--- src/rtl/bsg_dual_operand_unzip_pkg.sv ---
// bsg_dual_operand_unzip_pkg
//   Shared definitions for the dual-operand unzip block: the FSM state
//   encoding, the default data width and a small state-decode helper.
//   Ports: none (package).
//   Optional feature macro used by the top: BSG_DUAL_OPERAND_UNZIP_NAND_EN.

package bsg_dual_operand_unzip_pkg;

    // Default width of every data word and operand.
    localparam int unsigned default_width_lp = 16;

    // Encoding chosen so bit 1 alone marks "a complete pair is held",
    // which lets v_o come straight off a state flop.
    typedef enum logic [1:0] {
        EMPTY       = 2'b00,
        HAVE_A      = 2'b01,
        PAIR        = 2'b10,
        PAIR_STAGED = 2'b11
    } unzip_state_e;

    // True when the state holds a complete A/B pair.
    function automatic logic pair_valid(input unzip_state_e state);
        return state[1];
    endfunction

endpackage

--- src/rtl/bsg_dff_reset_en.sv ---
// bsg_dff_reset_en
//   Width-parameterised data register with synchronous active-high reset
//   and a load enable. Reset has priority over the enable.
//   Ports:
//     clk_i   - clock, rising edge
//     reset_i - synchronous active-high reset, clears the register to 0
//     en_i    - load data_i on the next rising edge
//     data_i  - value to load
//     data_o  - current register contents

module bsg_dff_reset_en
    import bsg_dual_operand_unzip_pkg::*;
#(
    parameter int unsigned width_p = default_width_lp
) (
    input  logic               clk_i,
    input  logic               reset_i,
    input  logic               en_i,
    input  logic [width_p-1:0] data_i,
    output logic [width_p-1:0] data_o
);

    logic [width_p-1:0] data_r;

    // NOTE: sequential state uses non-blocking assignments so every flop
    // samples pre-edge values regardless of block evaluation order.
    // NOTE: data registers are cleared on reset because a discarded operand
    // must never reappear on the outputs after a reset.
    always_ff @(posedge clk_i) begin
        if (reset_i) begin
            data_r <= '0;
        end else if (en_i) begin
            data_r <= data_i;
        end
    end

    assign data_o = data_r;

endmodule

--- src/rtl/bsg_dual_operand_unzip.sv ---
// bsg_dual_operand_unzip
//   Splits a valid/ready word stream into operand pairs: the 1st, 3rd, 5th...
//   accepted words become A, the 2nd, 4th, 6th... become B. A one-word stage
//   register lets the next A be accepted while a finished pair waits, so the
//   block sustains one pair every two cycles without a combinational path
//   from yumi_i or v_i to ready_o.
//
//   Optional feature: define BSG_DUAL_OPERAND_UNZIP_NAND_EN to add nand_o,
//   a registered bitwise ~(A & B) of the held pair.
//
//   Ports:
//     clk_i   - clock, rising edge
//     reset_i - synchronous active-high reset; discards any held words
//     v_i     - input word valid
//     data_i  - input word (alternately A then B)
//     ready_o - block accepts data_i this cycle (transfer = v_i & ready_o)
//     v_o     - operand pair valid
//     a_o     - operand A of the current pair
//     b_o     - operand B of the current pair
//     yumi_i  - consumer takes the pair this cycle (only while v_o = 1)
//     nand_o  - ~(a_o & b_o), present only with the macro defined

module bsg_dual_operand_unzip
    import bsg_dual_operand_unzip_pkg::*;
#(
    parameter int unsigned width_p = default_width_lp
) (
    input  logic               clk_i,
    input  logic               reset_i,
    input  logic               v_i,
    input  logic [width_p-1:0] data_i,
    output logic               ready_o,
    output logic               v_o,
    input  logic               yumi_i,
    output logic [width_p-1:0] a_o,
    output logic [width_p-1:0] b_o
`ifdef BSG_DUAL_OPERAND_UNZIP_NAND_EN
   ,output logic [width_p-1:0] nand_o
`endif
);

    unzip_state_e       state_r;
    logic               xfer;
    logic               a_en;
    logic               b_en;
    logic               stage_en;
    logic [width_p-1:0] a_d;
    logic [width_p-1:0] stage_r;

    // ready_o depends only on the state flop and reset, never on v_i/yumi_i.
    // Gating with reset_i keeps it low during the reset cycle itself, while
    // still reading 1 in the very first cycle after reset releases.
    assign ready_o = ~reset_i & (state_r != PAIR_STAGED);
    assign v_o     = pair_valid(state_r);
    assign xfer    = v_i & ready_o;

    // Register load enables and the A-register source select.
    // NOTE: every signal assigned in always_comb gets a default first so no
    // path leaves it unassigned and no latch is inferred.
    always_comb begin
        a_en     = 1'b0;
        b_en     = 1'b0;
        stage_en = 1'b0;
        a_d      = data_i;
        unique case (state_r)
            EMPTY: begin
                a_en = xfer;
            end
            HAVE_A: begin
                b_en = xfer;
            end
            PAIR: begin
                // With yumi the pair leaves and the new word is the next A;
                // without yumi the new word waits in the stage register.
                a_en     = xfer & yumi_i;
                stage_en = xfer & ~yumi_i;
            end
            PAIR_STAGED: begin
                a_en = yumi_i;
                a_d  = stage_r;
            end
            default: begin
                a_en = 1'b0;
            end
        endcase
    end

    always_ff @(posedge clk_i) begin
        if (reset_i) begin
            state_r <= EMPTY;
        end else begin
            unique case (state_r)
                EMPTY: begin
                    if (xfer) state_r <= HAVE_A;
                end
                HAVE_A: begin
                    if (xfer) state_r <= PAIR;
                end
                PAIR: begin
                    if (yumi_i && xfer)        state_r <= HAVE_A;
                    else if (yumi_i)           state_r <= EMPTY;
                    else if (xfer)             state_r <= PAIR_STAGED;
                end
                PAIR_STAGED: begin
                    if (yumi_i) state_r <= HAVE_A;
                end
                default: begin
                    state_r <= EMPTY;
                end
            endcase
        end
    end

    bsg_dff_reset_en #(.width_p(width_p)) a_reg (
        .clk_i   (clk_i),
        .reset_i (reset_i),
        .en_i    (a_en),
        .data_i  (a_d),
        .data_o  (a_o)
    );

    bsg_dff_reset_en #(.width_p(width_p)) b_reg (
        .clk_i   (clk_i),
        .reset_i (reset_i),
        .en_i    (b_en),
        .data_i  (data_i),
        .data_o  (b_o)
    );

    bsg_dff_reset_en #(.width_p(width_p)) stage_reg (
        .clk_i   (clk_i),
        .reset_i (reset_i),
        .en_i    (stage_en),
        .data_i  (data_i),
        .data_o  (stage_r)
    );

`ifdef BSG_DUAL_OPERAND_UNZIP_NAND_EN
    logic [width_p-1:0] a_next;
    logic [width_p-1:0] b_next;
    logic [width_p-1:0] nand_r;

    // Computed from the post-edge A/B values so nand_o tracks a_o/b_o in
    // the same cycle instead of lagging by one.
    assign a_next = a_en ? a_d : a_o;
    assign b_next = b_en ? data_i : b_o;

    always_ff @(posedge clk_i) begin
        if (reset_i) begin
            nand_r <= '0;
        end else begin
            nand_r <= ~(a_next & b_next);
        end
    end

    assign nand_o = nand_r;
`endif

endmodule

--- config.mk ---
export PLATFORM = sky130hd
export DESIGN_NAME = bsg_dual_operand_unzip
export DESIGN_NICKNAME = d
export VERILOG_FILES = /design/src/rtl/bsg_dual_operand_unzip_pkg.sv /design/src/rtl/bsg_dff_reset_en.sv /design/src/rtl/bsg_dual_operand_unzip.sv
export SDC_FILE = /design/constraint.sdc
export NUM_CORES = 1
export LEC_CHECK = 0
export BUFFER_PORTS_ARGS = -buffer_cell sky130_fd_sc_hd__buf_2
export CAP_MARGIN = 40
export CORE_ASPECT_RATIO = 1.4
export CORE_MARGIN = 2
export CORE_UTILIZATION = 47
export CTS_CLUSTER_SIZE = 10
export DETAILED_ROUTE_END_ITERATION = 7
export PLACE_DENSITY = 0.75
export REMOVE_ABC_BUFFERS = 1
export SLEW_MARGIN = 20
export SYNTH_ARGS = -nofsm -noshare
export SYNTH_HDL_FRONTEND = slang
export SYNTH_SLANG_ARGS = --single-unit
--- constraint.sdc ---
create_clock -name clk_i -period 1.77 [get_ports clk_i]
set_input_delay 0.0885 -clock clk_i [delete_from_list [all_inputs] [get_ports clk_i]]
set_output_delay 0.0885 -clock clk_i [all_outputs]
set_load 0.05 [all_outputs]
# Word-level counts from Yosys, hierarchy flattened
# Cells that the tools add are included.
dict set report classes {
  n_eq_ne 8
  mux 11
  n_bitwise 6
  n_reduce_logical 3
}
# operator count
set op_table {}
lappend op_table {{$mux W16} 1}
lappend op_table {{$mux W2} 6}
lappend op_table {{$ne A2 B2 Y1 const B} 4}
lappend op_table {{$pmux W2 S4} 1}
lappend op_table {{$and A1 B1 Y1} 4}
lappend op_table {{$eq A2 B2 Y1 const B} 2}
lappend op_table {{$ne A4 B4 Y1 const B} 1}
lappend op_table {{$reduce_and A4 Y1} 1}
lappend op_table {{$pmux W1 S3} 1}
lappend op_table {{$eq A2 B1 Y1 const B} 1}
lappend op_table {{$logic_not A2 Y1} 1}
lappend op_table {{$mux W1} 2}
lappend op_table {{$not A1 Y1} 2}
lappend op_table {{$logic_and A1 B1 Y1} 1}
dict set report totals {
  ff_bits 50
  in_bits 20
  output_inout_bits 34
  word_cells 32
}

# Depth between registers and ports, before layout
# Gate-level depths: netlist of run 1.
dict set report depth {
  word_depth 7
  depth_mapped 8
  depth_no_buf 6
}

# Hierarchy
# A second synthesis of run 1 with hierarchy kept.
dict set report hier_totals {
  hier_cells 203
  area_unflattened_um2 2245.9
}
# module n_inst cells_each area_per_inst_um2 seq_area_each_um2
set modules_own_cells {}
lappend modules_own_cells {bsg_dff_reset_en 3 52 580.6 320.3}
lappend modules_own_cells {bsg_dual_operand_unzip 1 47 504.2 40.0}

# Least setup slack after synthesis of run 1
# OpenSTA, ideal clock, no wires.
dict set report synth_path {
  path_type {register to register}
  start {register state_r[1]}
  end {register stage_reg.data_r[10] (netlist: stage_reg.data_o[10])}
  setup_time_ps 128
  arrival_time_ps 2235
  required_time_ps 1642
  path_slack_ps -593
  path_stages_with_launch 7
  n_path_buf 1
  synth_period_minus_slack_ps 2363
  cell_sequence {dfxtp_1 ha_1 nor2_2 nand3_1 buf_2 mux2i_1 nor2_1}
}
dict set report synth_between {
  elab_chain_len 5
  word_cells_on_any_way 6
  cone_classes {2 x eq/ne; 1 x mux; 3 x bitwise}
}
# element line_no
set synth_rtl {}
lappend synth_rtl {{start: declaration} bsg_dual_operand_unzip.sv:42} ;# unzip_state_e state_r;
lappend synth_rtl {{start signal: assignment} bsg_dual_operand_unzip.sv:90} ;# state_r <= EMPTY;
lappend synth_rtl {{start signal: assignment} bsg_dual_operand_unzip.sv:94} ;# if (xfer) state_r <= HAVE_A;
lappend synth_rtl {{start signal: assignment} bsg_dual_operand_unzip.sv:97} ;# if (xfer) state_r <= PAIR;
lappend synth_rtl {{$ne A2 B2 Y1} bsg_dual_operand_unzip.sv:53} ;# assign ready_o = ~reset_i & (state_r != PAIR_STAGED);
lappend synth_rtl {{$and A1 B1 Y1} bsg_dual_operand_unzip.sv:53}
lappend synth_rtl {{net ready_o} bsg_dual_operand_unzip.sv:32} ;# output logic ready_o,
lappend synth_rtl {{$and A1 B1 Y1} bsg_dual_operand_unzip.sv:55} ;# assign xfer = v_i & ready_o;
lappend synth_rtl {{$and A1 B1 Y1} bsg_dual_operand_unzip.sv:76} ;# stage_en = xfer & ~yumi_i;
lappend synth_rtl {{$mux W1} bsg_dual_operand_unzip.sv:65} ;# unique case (state_r)
lappend synth_rtl {{end signal: assignment} bsg_dff_reset_en.sv:33} ;# data_r <= data_i;
lappend synth_rtl {{end: declaration} bsg_dff_reset_en.sv:23} ;# logic [width_p-1:0] data_r;
# The timed path passes the listed nets, and every way through them passes these cells.
# A chain may end at the register's enable or synchronous reset.

# Worst setup path in the final report of run 1
dict set report layout_path {
  start {register state_r[0]}
  end {register a_reg.data_r[12] (netlist: a_reg.data_o[12])}
}
dict set report layout_between {
  elab_chain_len 5
  word_cells_on_any_way 9
  cone_classes {3 x eq/ne; 2 x mux; 3 x bitwise; 1 x reduce/logical}
}
# element line_no
set layout_rtl {}
lappend layout_rtl {{$ne A2 B2 Y1} bsg_dual_operand_unzip.sv:53}
lappend layout_rtl {{$and A1 B1 Y1} bsg_dual_operand_unzip.sv:53}
lappend layout_rtl {{$and A1 B1 Y1} bsg_dual_operand_unzip.sv:55}
lappend layout_rtl {{$and A1 B1 Y1} bsg_dual_operand_unzip.sv:75} ;# a_en = xfer & yumi_i;
lappend layout_rtl {{$pmux W1 S3} bsg_dual_operand_unzip.sv:65}
lappend layout_rtl {{end signal: assignment} bsg_dff_reset_en.sv:33}
lappend layout_rtl {{end: declaration} bsg_dff_reset_en.sv:23}
# Parallel ways exist; a longest one is shown, timed or not.

==> results of run 1 <==
[area by class of cell]
cell class,instances,area share (%)
Clock buffer,7,3.29
Clock inverter,1,0.191
Inverter,5,0.716
Multi-Input combinational cell,154,38.2
Sequential cell,50,38.4
Tap cell,60,2.86
Timing Repair Buffer,67,16.4
[metal layers]
layer / up-vias / GRT usage, %
met3: 7 / 3.89
met5: - / 0
met2: 34 / 31.8
li1: 891 / -
met4: 0 / 8.30
met1: 787 / 22.8
[Yosys cell counts, drive strengths merged (2+ instances only)]
| cell | instances |
|---|---|
| mux2i | 32 |
| inv | 5 |
| nand3 | 2 |
| clkbuf | 6 |
| dfxtp | 50 |
| ha | 5 |
| a21oi | 17 |
| nand2 | 34 |
| buf | 10 |
| nor2b | 2 |
| nor3 | 18 |
| a211oi | 16 |
| nor2 | 19 |
| a31o | 2 |
[where the power goes]
group / total [W] / leakage [nW] / switching (W) / internal, W
registers: 0.00123 / 0.407 / 0.0000415 / 0.00119
logic: 0.000618 / 0.736 / 0.000411 / 0.000207
clock network: 0.000666 / 0.0482 / 0.000351 / 0.000315
total: 0.00252 / 1.19 / 0.000803 / 0.00171
[critical path, cell delays in order (launching register included)]
cell and delay, ns:
dfxtp_4 0.37, inv_2 0.06, ha_2 0.18, nand2_2 0.07, a2111oi_4 0.47, or2_4 0.23, clkbuf_16 0.15, a211oi_1 0.06
[flip-flops by register name (all words and copies together), names as in the netlist]
| signal | flops |
|---|---|
| stage_reg.data_o | 16 |
| b_reg.data_o | 16 |
| a_reg.data_o | 16 |
| state_r | 2 |
[what timing repair did]
| action | CTS | global route |
|---|---|---|
| pin swaps | 0 | 9 |
| setup endpoints to repair | 3 | 33 |
| hold buffers | 0 | 0 |
| gates cloned | 0 | 2 |
| gates resized for setup | 1 | 9 |
| endpoints found under the hold margin | 0 | 0 |
[logic make-up (layout without fill, tap and decap cells)]
family                   Yosys count  after routing  share of synthesized area [%]
AO/OA/AOI/OAI                     39             39                           12.8
adder cells (fa/ha/maj)            5              5                           2.98
buffers and inverters             21             80                           5.12
flip-flops                        50             50                           47.6
multiplexers                      32             32                           15.2
AND/OR/NAND/NOR                   78             78                           16.2
[final timing paths]
check / endpoint / slack, ns / from
setup reg to reg: a_reg.data_o[12] / 0.05 / state_r[0]
hold / removal: b_reg.data_o[4] / 0.04 / data_i[4]
hold reg to reg: b_reg.data_o[13] / 0.45 / b_reg.data_o[13]
setup / recovery: a_reg.data_o[12] / 0.05 / state_r[0]
[through the flow]
stage	area [sq um]	util [%]	hold slack, ns	TNS (ns)	total power [W]
6_report	2620	61.4	0.0360	0	0.00252
2_1_floorplan	2010	-	0.158	-49.75	0.00166
3_5_place_dp	2480	58.0	0.358	-0.0118	0.00185
5_1_grt	2620	61.4	0.0298	-0.402	0.00263
4_1_cts	2570	60.2	0.0308	0	0.00251
3_3_place_gp	2480	58.0	0.350	0	0.00184
==> run summary, run 1 <==
Power Dens Cells: 960 nW/um^2
Iteration-0 DRC Markers: 69
Vias/cell: 5.00
Seq cells post-synth: 50
status: complete, no violations
commonest non-fill, non-tap cell in the layout: buf_2
worst slack, placed: -0.0118 ns
period utilization: 97.4%
Slew Limit Fails: 0
Root Buffer: clkbuf_8
drt first pass iters: 4
ys flop type: dfxtp_1
total CTS buffers: 5
initial core utilization: 49.2%
Synth top area share: 47.6%
fin worst setup slack: 0.0456 ns
core area: 4270 sq um
FF-to-FF path depth: 7
met2 wire length: 2.32 mm
relative slew slack: 72.7%
post-synthesis sequential area ratio: 47.6%
Detailed Place HPWL: 3.17 mm
fin nets: 308
Ports: 54
crit path DAT: 1.91 ns
layout cell share with drive strength beyond 1: 30.3%
highest-count cells in the layout ignoring fill and taps: 53 x buf_2, 48 x dfxtp_1, 33 x nand2_1
Syn Inst Count: 225
clock-pin slew on the worst setup and hold paths: 0.08 ns
Global Route Usage Sum: 19.0%
Mapped Area: 2100 sq um
global route overflow: 0
Final min period: 1.72 ns
postcts setup bufs: 0
Hold Path Depth: 3
Post-DRT Antenna Nets: 0
static leakage: 1.19 nW
crit path kind: flop to flop
Layout fillers: 401
FMAX: 580 MHz
Synth Warn #: 0
crit-path max FO: 8
wire length on met3: 161 microns
worst clock skew: 0.00316 ns
Cells after DPL: 334
Non-Filler Instances: 344
post-synth cell types: 25
Startpoint Class: flop
max cap viols: 0
CTS tree: built
top routing layer in use: met4
RSZ-0062 raised after global routing: true
ranking of synthesized cells by area: dfxtp_1 48%, mux2i_1 15%, nand2_1 6.1%
EDFF count, synth: 0
FF/Latch Area: 1010 sq um
Syn Area/Cell: 9.34 sq um
multi-input logic area: 1000 sq um
Slew @ Worst Pin: 0.410 ns
async set or reset register ratio after synthesis: 0%
final wirelength: 4.55 mm
Die Span X: 60.5 microns
vias after detailed routing: 1719
largest net degree at the start of global routing: 34
routability cong.: 0.816
setup violators final: 0
deepest clock path buffer count: 2
vias in the first global route: 1635
die area: 5030 sq um
Hold WC Path Type: input port to flop
peak supply drop: 0.622 mV
clk sinks: 50
die height: 83.1 microns
met1 WL: 1.98 mm
input/output buffers: 53
leading area contributor after synthesis: dfxtp_1
Rows: 28
ANT cells: 0
Clk Latency, worst-skew pair: 0.30 ns
CP Data Required Time: 1.95 ns
global-route wire length before repair: 7.37 mm
wire length per cell after detailed routing: 13.2 microns
Area Growth Syn to Fin: 24.8%
antenna violations before repair: 0
DRC: 0
H-tree level count: 2
Final Hold Fails: 0
CP endpoint kind: flop
Power figures use the tool's default switching activity.
==> run 2, diff against run 1 <==
Settings changed: CORE_ASPECT_RATIO 1.4 to unset, CORE_MARGIN 2 to unset.
==> run 2 against run 1 <==
  * Non-clock buffer count up 1
  * Wire length is 4.3% higher
  * Via count rose by 1.5%
  * Sequential cell count stayed put
  * Sequential share of layout area is 0.055 points higher
  * First-iteration DRC count fell by 45%
  * Setup slack better by 0.024 ns
  * Global-route usage rose by 3.2 points
  * Critical path depth is 1 lower
  * Final cell count shrank 2.6%
  * Fmax is 1.4% higher
==> run summary, run 2 (synthesis results as in run 1) <==
status: complete, no violations
relative slew slack: 75.1% (+2.4 points)
RSZ-0062 raised after global routing: false
Root Buffer: clkbuf_8
vias after detailed routing: 1744 (+1.5%)
FMAX: 588 MHz (+1.4%)
Startpoint Class: flop
worst clock skew: 0.00539 ns (+0.00222 ns)
Final min period: 1.70 ns (-0.0244 ns)
Slew @ Worst Pin: 0.374 ns (-0.0357 ns)
setup violators final: 0 (unchanged)
Hold WC Path Type: input port to flop
CTS tree: built
CTS resizes: 0 (-1)
Ports: 54 (unchanged)
crit path DAT: 1.88 ns (-0.03 ns)
routability cong.: 0.797 (-2.3%)
peak supply drop: 0.613 mV (-1.4%)
Final Util: 63.2% (+1.8 points)
DRC: 0 (unchanged)
period utilization: 96.0% (-1.4 points)
input/output buffers: 53 (unchanged)
fin worst setup slack: 0.0700 ns (+0.0244 ns)
worst slack, placed: 0.0124 ns (+0.0242 ns)
largest net degree at the start of global routing: 31 (-8.8%)
wire length per cell after detailed routing: 14.2 microns (+7.1%)
Post-DRT Antenna Nets: 0 (unchanged)
Internal: 0.00180 W (+5.3%)
Power Dens Cells: 1010 nW/um^2 (+4.7%)
H-tree level count: 2 (unchanged)
core area: 4140 sq um (-3.0%)
global route overflow: 0 (unchanged)
Slew Limit Fails: 0 (unchanged)
Vias/cell: 5.21 (+4.2%)
Die Span X: 68.9 microns (+14%)
Rows: 23 (-18%)
ANT cells: 0 (unchanged)
Detailed Place HPWL: 3.35 mm (+5.5%)
total CTS buffers: 5 (unchanged)
postcts setup bufs: 0 (unchanged)
CP endpoint kind: flop
global-route wire length before repair: 7.56 mm (+2.5%)
antenna violations before repair: 0 (unchanged)
drt first pass iters: 4 (unchanged)
hold_buf cts: 0 (unchanged)
Clk Latency, worst-skew pair: 0.30 ns (about the same)
die area: 4740 sq um (-5.7%)
static leakage: 1.20 nW (+0.70%)
Global Route Usage Sum: 22.2% (+3.2 points)
initial core utilization: 50.7% (+1.5 points)
Iteration-0 DRC Markers: 38 (-45%)
max cap viols: 0 (unchanged)
highest-count cells in the layout ignoring fill and taps: 54 x buf_2, 48 x dfxtp_1, 33 x nand2_1
commonest non-fill, non-tap cell in the layout: buf_2
Reg power frac: 46.8% (-2.2 points)
vias in the first global route: 1658 (+1.4%)
die height: 68.9 microns (-17%)
CP Data Required Time: 1.95 ns (about the same)
layout cell share with drive strength beyond 1: 30.9% (+0.60 points)
final wirelength: 4.75 mm (+4.3%)
Final Hold Fails: 0 (unchanged)
NetSw: 0.000828 W (+3.1%)
crit-path max FO: 8 (unchanged)
fin nets: 309 (+0.32%)
Area Growth Syn to Fin: 24.7%
switching part of the total: 31.5% (-0.45 points)
crit path kind: flop to flop
combinational share of power: 23.5% (-1.1 points)
clock-pin slew on the worst setup and hold paths: 0.09 ns (about the same)
deepest clock path buffer count: 2 (unchanged)
clk sinks: 50 (unchanged)
Clk network pwr share: 29.7% (+3.2 points)
[run 2: critical path: stages (launching register included)]
cell       delay [ns]
dfxtp_4          0.38
ha_1             0.21
nand2b_4         0.15
a2111oi_4        0.39
or2_1            0.21
buf_4            0.17
a211oi_1         0.07
[run 2: final timing paths]
| path | from | endpoint | slack [ns] | cells after the start |
|---|---|---|---|---|
| max | state_r[1] | a_reg.data_o[8] | 0.07 | 6 |
| min | data_i[14] | b_reg.data_o[14] | 0.04 | 3 |
| max reg2reg | state_r[1] | a_reg.data_o[8] | 0.07 | 6 |
| min reg2reg | b_reg.data_o[0] | b_reg.data_o[0] | 0.45 | 2 |
[run 2: final cells by class]
type | count | area [sq um]
fillers | 372 | 1530
flip-flops and latches | 50 | 1010
repair buffers | 68 | 395
inverters | 5 | 21.3
multi-input cells | 154 | 1020
well taps | 50 | 62.6
clock buffers | 5 | 68.8
clock inverters | 3 | 40.0
[run 2: power by group through the flow]
| stage | Clock [W] | Combinational (W) | Sequential, W |
|---|---|---|---|
| after floorplan | 0 | 0.000205 | 0.00145 |
| after global placement | 0 | 0.000579 | 0.00125 |
| after detailed placement | 0 | 0.000593 | 0.00125 |
| after CTS | 0.000795 | 0.000596 | 0.00123 |
| after global routing | 0.000844 | 0.000664 | 0.00124 |
| final | 0.000782 | 0.000618 | 0.00123 |
[run 2: per-stage QoR]
| step | power [W] | area [sq um] | instances | TNS (ns) | hold slack (ns) |
|---|---|---|---|---|---|
| after floorplan | 0.00166 | 2010 | 209 | -49.75 | 0.158 |
| after global placement | 0.00183 | 2460 | 326 | 0 | 0.350 |
| after detailed placement | 0.00185 | 2460 | 326 | 0 | 0.356 |
| after CTS | 0.00262 | 2570 | 334 | 0 | 0.0342 |
| after global routing | 0.00275 | 2620 | 335 | 0 | 0.0386 |
| final | 0.00263 | 2620 | 335 | 0 | 0.0373 |
[run 2: per-layer routing]
metal	vias up	track usage, %	share of wire, %
met1	797	29.7	46
met5	-	0	0
met3	7	4.61	5.8
li1	891	-	-
met4	0	8.67	1.5
met2	49	34.8	46
==> run 3, diff against run 2 <==
Settings changed: PLACE_DENSITY 0.75 to 0.74, SLEW_MARGIN 20 to unset.
==> run 3 against run 2 <==
  * Via count increased by 1.8%
  * Sequential share of layout area is 0.50 points higher
  * Fmax is 1.6% higher
  * Final cell count is 0.60% higher
  * Wire length shrank 2.8%
  * Critical endpoint is now a_reg.data_o[13]
  * Largest cell class unchanged
  * Largest power group unchanged
  * Highest routed layer unchanged
==> run summary, run 3 (synthesis results as in run 1) <==
status: complete, no violations
Post-DP Area: 2460 sq um (+0.10%)
die height: 68.9 microns (unchanged)
Final min period: 1.67 ns (-0.0268 ns)
vias in the first global route: 1586 (-4.3%)
antenna violations before repair: 0 (unchanged)
commonest non-fill, non-tap cell in the layout: buf_2
Clk Latency, worst-skew pair: 0.30 ns (about the same)
Root Buffer: clkbuf_8
period utilization: 94.5% (-1.5 points)
DRC: 0 (unchanged)
deepest clock path buffer count: 2 (unchanged)
Iteration-0 DRC Markers: 91 (+140%)
Global Route Usage Sum: 21.0% (-1.2 points)
worst slack, placed: -0.0172 ns (-0.0296 ns)
core area: 4140 sq um (unchanged)
Detailed Place HPWL: 3.23 mm (-3.7%)
die area: 4740 sq um (unchanged)
fin worst setup slack: 0.0969 ns (+0.0268 ns)
max cap viols: 0 (unchanged)
crit path DAT: 1.90 ns (+0.02 ns)
Startpoint Class: flop
clock-pin slew on the worst setup and hold paths: 0.09 ns (about the same)
final wirelength: 4.62 mm (-2.8%)
crit-path max FO: 8 (unchanged)
Final Hold Fails: 0 (unchanged)
layout cell share with drive strength beyond 1: 31.7% (+0.83 points)
Rows: 23 (unchanged)
Most Crowded Layer GR: met2
post-route cell area: 2580 sq um (-1.3%)
FMAX: 598 MHz (+1.6%)
Vias/cell: 5.27 (+1.2%)
Post-DRT Antenna Nets: 0 (unchanged)
CP endpoint kind: flop
Power Dens Cells: 964 nW/um^2 (-4.1%)
fin nets: 311 (+0.65%)
met2 GRT Util: 33.5% (-1.3 points)
peak supply drop: 0.706 mV (+15%)
setup violators final: 0 (unchanged)
CTS tree: built
Hold WC Path Type: input port to flop
drt first pass iters: 4 (unchanged)
GR Util met3: 6.58% (+2.0 points)
H-tree level count: 2 (unchanged)
worst clock skew: 0.00316 ns (-0.00223 ns)
largest net degree at the start of global routing: 38 (+23%)
relative slew slack: 74.5% (-0.59 points)
Ports: 54 (unchanged)
total CTS buffers: 5 (unchanged)
crit path kind: flop to flop
Slew Limit Fails: 0 (unchanged)
initial core utilization: 50.7% (unchanged)
final hold slack: 0.0336 ns (-0.00363 ns)
global route overflow: 0 (unchanged)
global-route wire length before repair: 7.29 mm (-3.5%)
ANT cells: 0 (unchanged)
CP Data Required Time: 1.99 ns (+0.04 ns)
Area Growth Syn to Fin: 23.0%
routability cong.: 0.847 (+6.3%)
static leakage: 1.18 nW (-1.4%)
wire length per cell after detailed routing: 13.7 microns (-3.3%)
hold_buf cts: 0 (unchanged)
Die Span X: 68.9 microns (unchanged)
highest-count cells in the layout ignoring fill and taps: 53 x buf_2, 48 x dfxtp_1, 33 x nand2_1
Slew @ Worst Pin: 0.383 ns (+0.00887 ns)
M1 GR Usage: 26.9% (-2.8 points)
input/output buffers: 53 (unchanged)
Final Util: 62.4% (-0.82 points)
vias after detailed routing: 1776 (+1.8%)
clk sinks: 50 (unchanged)
[run 3: area by class of cell]
type | count | area, sq um
Sequential cell | 50 | 1010
Timing Repair Buffer | 70 | 397
Clock inverter | 2 | 13.8
Multi-Input combinational cell | 154 | 1010
Clock buffer | 6 | 72.6
Inverter | 5 | 18.8
Tap cell | 50 | 62.6
Fill cell | 364 | 1560
[run 3: worst paths after layout]
| check | start | to | slack [ns] | cells after the start |
|---|---|---|---|---|
| max | state_r[1] | a_reg.data_o[13] | 0.1 | 6 |
| max reg2reg | state_r[1] | a_reg.data_o[13] | 0.1 | 6 |
| min | data_i[13] | b_reg.data_o[13] | 0.03 | 3 |
| min reg2reg | b_reg.data_o[5] | b_reg.data_o[5] | 0.45 | 2 |
[run 3: where the power goes]
| part | internal, W | switching, W |
|---|---|---|
| sequential | 0.00119 | 0.0000419 |
| combinational | 0.000197 | 0.000412 |
| clock | 0.000279 | 0.000373 |
| total | 0.00167 | 0.000827 |
[run 3: timing repair]
item                       CTS  global route
setup buffers                1             0
resized for setup            2            10
pin swaps                    1             6
setup endpoints to repair    1            16
gates cloned                 0             0
[run 3: critical path, stage by stage, from the launching register on]
cell	delay, ns
dfxtp_4	0.37
ha_2	0.18
nand2b_4	0.14
a2111oi_4	0.42
buf_4	0.22
nor3_1	0.06
a211oi_1	0.19
[run 3: metal layers]
metal / routed length [microns] / vias to the layer above
met5: 0 / -
met4: 53 / 0
met3: 297 / 6
met2: 2100 / 53
met1: 2170 / 821
li1: - / 896
[run 3: stage by stage]
stage               instances  TNS [ns]  power [W]
floorplan                 209    -49.75    0.00166
global placement          328         0    0.00183
detailed placement        328   -0.0172    0.00184
CTS                       337         0    0.00250
global route              337  -0.00116    0.00261
finish                    337         0    0.00249
